**config.mk**
```make
export PLATFORM = sky130hd
export DESIGN_NAME = cmd_fetch
export DESIGN_NICKNAME = d
export VERILOG_FILES = /design/src/rtl/cmd_fetch.sv
export SDC_FILE = /design/constraint.sdc
export NUM_CORES = 1
export LEC_CHECK = 0
export CELL_PAD_IN_SITES_DETAIL_PLACEMENT = 0
export CELL_PAD_IN_SITES_GLOBAL_PLACEMENT = 1
export CORE_MARGIN = 4
export CORE_UTILIZATION = 35
export DETAILED_ROUTE_END_ITERATION = 16
export HOLD_SLACK_MARGIN = 0.02
export PLACE_DENSITY = 0.68
export SLEW_MARGIN = 20
export SYNTH_ARGS = -nofsm -noshare
export SYNTH_HDL_FRONTEND = slang
export SYNTH_SLANG_ARGS = --single-unit
export TNS_END_PERCENT = 5
```
**constraint.sdc**
```tcl
create_clock -name clk -period 9.2 [get_ports clk]
set_input_delay 1.84 -clock clk [delete_from_list [all_inputs] [get_ports clk]]
set_output_delay 1.84 -clock clk [all_outputs]
set_load 0.005 [all_outputs]
```
**src/rtl/cmd_fetch.sv**
```systemverilog
// Command list fetcher: reads 128-bit commands as four 32-bit DMA words and
// queues them in a first-word-fall-through FIFO for the downstream control block.
module cmd_fetch #(
   parameter int          FIFO_DEPTH = 4,
   parameter logic [31:0] CMD_BASE   = 32'h0000_0000
) (
   input  logic                                 clk,
   input  logic                                 rst,
   input  logic                                 start,
   input  logic [6:0]                           cmd_size,
   output logic                                 rd_req,
   output logic [31:0]                          rd_addr,
   input  logic                                 rd_gnt,
   input  logic                                 rd_valid,
   input  logic [31:0]                          rd_data,
   output logic                                 cmd_valid,
   input  logic                                 cmd_ready,
   output logic [2:0]                           op_type,
   output logic [7:0]                           stride_1,
   output logic [15:0]                          stride_2,
   output logic [15:0]                          ich_size,
   output logic [15:0]                          och_size,
   output logic [31:0]                          start_addr,
   output logic [31:0]                          wb_addr,
   output logic                                 cmd_fifo_empty,
   output logic                                 busy,
   output logic                                 done,
   output logic [2:0]                           fsm_state,
   output logic [$clog2(FIFO_DEPTH+1)-1:0]      fifo_level
);

   localparam int PW = (FIFO_DEPTH > 1) ? $clog2(FIFO_DEPTH) : 1;
   localparam int CW = $clog2(FIFO_DEPTH + 1);

   typedef enum logic [2:0] {
      S_IDLE  = 3'd0,
      S_REQ   = 3'd1,
      S_WAIT  = 3'd2,
      S_PUSH  = 3'd3,
      S_DRAIN = 3'd4
   } state_t;

   state_t          state, state_nxt;
   logic [1:0]      word_idx;
   logic [4:0]      cmd_total;
   logic [4:0]      cmd_cnt;
   logic [4:0]      start_cnt;
   logic [31:0]     slot [4];
   logic [127:0]    mem [FIFO_DEPTH];
   logic [127:0]    head;
   logic [PW-1:0]   wr_ptr, rd_ptr;
   logic [CW-1:0]   count;
   logic            fifo_full;
   logic            granted;
   logic            word_in;
   logic            push;
   logic            pop;
   logic            last_cmd;
   logic            unused_bits;

   function automatic logic [PW-1:0] ptr_inc(input logic [PW-1:0] p);
      return (p == PW'(FIFO_DEPTH - 1)) ? '0 : p + 1'b1;
   endfunction

   assign start_cnt = cmd_size[6:2];
   assign fifo_full = (count == CW'(FIFO_DEPTH));
   // A new command is only begun when the FIFO has room for it, so PUSH never overflows.
   assign rd_req    = (state == S_REQ) && !((word_idx == 2'd0) && fifo_full);
   assign granted   = rd_req && rd_gnt;
   assign word_in   = (state == S_WAIT) && rd_valid;
   assign push      = (state == S_PUSH);
   // Both handshakes transfer on a cycle where valid/req and ready/gnt are high at the rising edge.
   assign pop       = cmd_valid && cmd_ready;
   assign last_cmd  = ((cmd_cnt + 5'd1) == cmd_total);

   always_comb begin
      state_nxt = state;
      case (state)
         S_IDLE:  if (start) state_nxt = (start_cnt == 5'd0) ? S_DRAIN : S_REQ;
         S_REQ:   if (granted) state_nxt = S_WAIT;
         S_WAIT:  if (rd_valid) state_nxt = (word_idx == 2'd3) ? S_PUSH : S_REQ;
         S_PUSH:  state_nxt = last_cmd ? S_DRAIN : S_REQ;
         S_DRAIN: if (count == '0) state_nxt = S_IDLE;
         default: state_nxt = S_IDLE;
      endcase
   end

   always_ff @(posedge clk) begin
      if (rst) state <= S_IDLE;
      else     state <= state_nxt;
   end

   always_ff @(posedge clk) begin
      if (rst) begin
         word_idx  <= 2'd0;
         cmd_total <= 5'd0;
         cmd_cnt   <= 5'd0;
         rd_addr   <= 32'd0;
         done      <= 1'b0;
      end else begin
         if ((state == S_IDLE) && start) begin
            done      <= 1'b0;
            cmd_total <= start_cnt;
            cmd_cnt   <= 5'd0;
            word_idx  <= 2'd0;
            if (start_cnt != 5'd0) rd_addr <= CMD_BASE;
         end
         if (word_in) begin
            rd_addr <= rd_addr + 32'd4;
            if (word_idx != 2'd3) word_idx <= word_idx + 2'd1;
         end
         if (push) begin
            cmd_cnt  <= cmd_cnt + 5'd1;
            word_idx <= 2'd0;
         end
         if ((state == S_DRAIN) && (count == '0)) done <= 1'b1;
      end
   end

   always_ff @(posedge clk) begin
      if (word_in) slot[word_idx] <= rd_data;
   end

   always_ff @(posedge clk) begin
      if (push) mem[wr_ptr] <= {slot[3], slot[2], slot[1], slot[0]};
   end

   always_ff @(posedge clk) begin
      if (rst) begin
         wr_ptr <= '0;
         rd_ptr <= '0;
         count  <= '0;
      end else begin
         if (push) wr_ptr <= ptr_inc(wr_ptr);
         if (pop)  rd_ptr <= ptr_inc(rd_ptr);
         case ({push, pop})
            2'b10:   count <= count + 1'b1;
            2'b01:   count <= count - 1'b1;
            default: count <= count;
         endcase
      end
   end

   // Word0 sits in the low 32 bits of each entry (lowest address first).
   assign head           = mem[rd_ptr];
   assign op_type        = head[2:0];
   assign stride_1       = head[15:8];
   assign stride_2       = head[31:16];
   assign ich_size       = head[47:32];
   assign och_size       = head[63:48];
   assign start_addr     = head[95:64];
   assign wb_addr        = head[127:96];
   assign cmd_valid      = (count != '0);
   assign cmd_fifo_empty = !cmd_valid;
   assign busy           = (state != S_IDLE);
   assign fsm_state      = state;
   assign fifo_level     = count;
   assign unused_bits    = ^{cmd_size[1:0], head[7:3]};

endmodule
```
==> impl_metrics.csv <==
group,metric,value,unit
outcome,status,"complete, no violations",
route,ant_nets,0,
timing,rsz0062_at_grt,"no",
setup_path,cp_max_fo,43,
yosys,ys.warnings.count,0,
global_route,antenna_found_initial,1,
timing,fin_ws,3.82,ns
setup_path,r2r-start,"fsm_state[1]$_SDFFE_PP0P_",
clock_network,cts_tree,"done",
yosys,synth_edf_count,615,
route,wl_per_cell,21.6,um
place,pre_cts_slack,4.08,ns
global_route,grt_use_met2,0.231,
final_layout,final_cell_mix,"edfxtp_1 (615), clkdlybuf4s50_1 (206), mux4_2 (123), clkbuf_16 (72), dfxtp_1 (53)",
global_route,busiest_layer,"met2",
place,port_buffers,206,
pwr,power,6270,uW
route,vias_per_cell,4.88,
place,dp_hpwl,28300,um
setup_path,crit_chain,"buf_16 > buf_4 > mux4_2 > clkdlybuf4s50_1",
timing,period_share,0.585,
global_route,use_met1,0.188,
setup_path,r2r-end,"fifo_level[2]$_SDFFE_PP0P_",
run,drv_cap,0,
clock_network,cts_hold_buf,0,
floorplan,die-area,73700,sq um
min_path,worstHoldStart,"cmd_total[4]$_SDFFE_PP0P_",
setup_path,crit_required,7.36,ns
timing,slew_headroom,0.299,
setup_path,path_delay_family,"buffers and inverters",
min_path,min_path_cells,2,
setup_path,end_kind,"primary output",
setup_path,timing.reg2reg.setup_slack,6.14,ns
yosys,synth_top_family_by_area,"multiplexers",
final_layout,fin_cells,2384,
pwr,pwr-share-comb,0.025,
clock_network,htreeDepth,3,
final_layout,final_nets,1450,
clock_network,cts_resized,0,
yosys,yosysTopAreaCell,"edfxtp_1",
timing,hold_viol,0,
final_layout,nFillCells,5961,
setup_path,slowest_delay,0.77,ns
setup_path,arrival,3.54,ns
timing,maxSlewViolCount,0,
yosys,ys_seq_area_frac,0.805,
yosys,synthSimpleGateAreaFrac,0.0343,
min_path,hold_class,"flop to flop",
yosys,synth.cell_area,24300,sq um
timing,fin_crit,5.38,ns
pwr,p_clk_frac,0.448,
clock_network,cts_setup_buffers,0,
yosys,ys.flop_type,"edfxtp_1",
timing,setup_viol,0,
global_route,grt_pass1_vias,12300,
global_route,grt_pass1_wl,77800,um
min_path,whs_endpoint,"cmd_total[4]$_SDFFE_PP0P_",
pwr,vdd_ir_drop_max,107,uV
pwr,p_switching,1260,uW
timing,max_freq,186,MHz
yosys,synth_cell_types,59,
setup_path,cp-start-kind,"flop",
pwr,power.density,210,nW/um^2
yosys,yosys-mux-area-fraction,0.116,
place,globalplace.congestion,0.749,
yosys,syn_avg_cell_area,21.4,sq um
clock_network,clock-sinks,670,
yosys,synth_area_leaders,"edfxtp_1 (76%), mux4_2 (11%), dfxtp_1 (4.5%), nor2_1 (0.71%), nand2_1 (0.65%)",
floorplan,placementRows,96,
floorplan,die-height,272,um
setup_path,worst-path-buf-inv,3,
clock_network,root_buffer,"clkbuf_16",
yosys,synthAdderAreaFrac,0.00700,
yosys,ys_ff_latch,670,
clock_network,clkSlewWorstSetupHoldPaths,0.06,ns
floorplan,coreArea,68700,sq um
clock_network,clk_latency,0.62,ns
final_layout,layout_commonest_cell,"edfxtp_1",
yosys,synth_cells,1135,
yosys,synthXorXnorAreaFrac,0.00396,
pwr,power.leakage,0.00921,uW
global_route,grt_max_degree,63,
floorplan,start_util,0.354,
place,dpl.cell_count,2248,
route,vias,11600,
timing,setup-tns-final,0,ns
final_layout,syn_to_final_growth,22.8,%
floorplan,num_io_pins,211,
final_layout,drive_gt1_frac,0.180,
yosys,synth-compound-area-share,0.0221,
final_layout,final_cell_area,29900,sq um
global_route,overflow,0,
clock_network,cts_buffers,72,
setup_path,ff2ff_path_depth,9,
route,wirelength,51600,um
pwr,seqPwrFrac,0.527,
pwr,intPower,5010,uW
route,drt-initial-drc-count,699,
pwr,swShare,0.201,
place,placed_area,27500,sq um
timing,skew,0.0307,ns
setup_path,cpMaxStageDelayCell,"buf_4",
clock_network,clockBufferDepth,3,
yosys,synthArstFlopShare,0,
yosys,yosys.area.top_type_share,0.760,
setup_path,worst-setup-path-type,"flop to primary output",
route,route.detailed.drc,0,
global_route,grt_util_met3,0.0290,
global_route,grt_use_total,0.140,
floorplan,die_width,272,um
route,drt_pass1_iterations,5,
timing,tightest_slew,1.05,ns
## worst min-delay path: cells and delay by family, from the launching register on
family             cells  cell delay [ns]
DFF                    1             0.32
and+or+nand+nor        1             0.05
AOI/OAI and AO/OA      1             0.05
## worst max path at each step
stage / cells past startpoint / end
floorplan: 5 / mem[0][0]$_DFFE_PP_
CTS: 3 / stride_2[14]
finish: 4 / stride_2[14]
detailed placement: 3 / stride_2[14]
global placement: 3 / stride_2[14]
global route: 4 / stride_2[14]
## power by group through the flow
stage	registers, uW	clock network (uW)	logic, uW
floorplan	3370	0	76.0
global placement	3370	0	157
detailed placement	3370	0	156
CTS	3310	2900	157
global route	3310	3040	170
finish	3310	2810	156
## metrics by stage
step                      hold slack (ns)   util
after global placement              0.464  0.400
after global routing                0.491  0.434
after floorplan                     0.448      -
final                               0.470  0.435
after detailed placement            0.464  0.400
after CTS                           0.473  0.434
## kinds of logic after synthesis
kind of cell,after synthesis
flops,670
fa+ha+maj,13
buf+inv,65
other cells,1
simple gates,167
xor+xnor,11
mux,127
compound gates,81
## area by class of cell
cell class / instances / area, sq um / share of cell area
tap: 931 / 1160 / 0.0390
timing repair buffer: 224 / 2220 / 0.0743
sequential: 670 / 19600 / 0.656
clock buffer: 90 / 1870 / 0.0626
antenna: 2 / 5.00 / 0.000168
multi-input combinational: 401 / 4480 / 0.150
inverter: 23 / 86.3 / 0.00289
clock inverter: 43 / 457 / 0.0153
## synth_stat cells, types with 2 or more instances
master,number
or3_1,6
edfxtp_1,615
a211oi_1,3
o21ai_1,5
o21bai_1,2
a21oi_1,27
o41ai_1,6
nor2_1,46
nor3_1,19
buf_1,4
o2111ai_1,2
ha_1,12
and2_1,10
or2_2,2
xor2_1,9
nand3_1,11
a31oi_1,2
o31ai_1,6
o21ai_0,10
nor2b_1,2
o22ai_1,2
mux2i_1,2
nand2_1,42
mux4_2,123
buf_6,2
nand4_1,12
clkbuf_1,20
or4_1,2
and3_1,3
buf_4,2
buf_2,14
o211ai_1,8
xnor2_1,2
nor4_1,2
inv_1,22
dfxtp_1,55
## metal layers
layer / up-vias / part of all wire
met5: - / 0
met4: 0 / 0.018
met3: 67 / 0.047
met2: 281 / 0.49
met1: 6116 / 0.44
li1: 5173 / -
## state kept, by name, indices dropped and copies added (netlist names), named ones only
| name | flops |
|---|---|
| cmd_cnt | 5 |
| cmd_total | 5 |
| done | 1 |
| fifo_level | 3 |
| fsm_state | 3 |
| mem | 492 |
| rd_addr | 30 |
| rd_ptr | 2 |
| slot | 123 |
| word_idx | 2 |
| wr_ptr | 2 |
(Power assumes the default switching activity.)
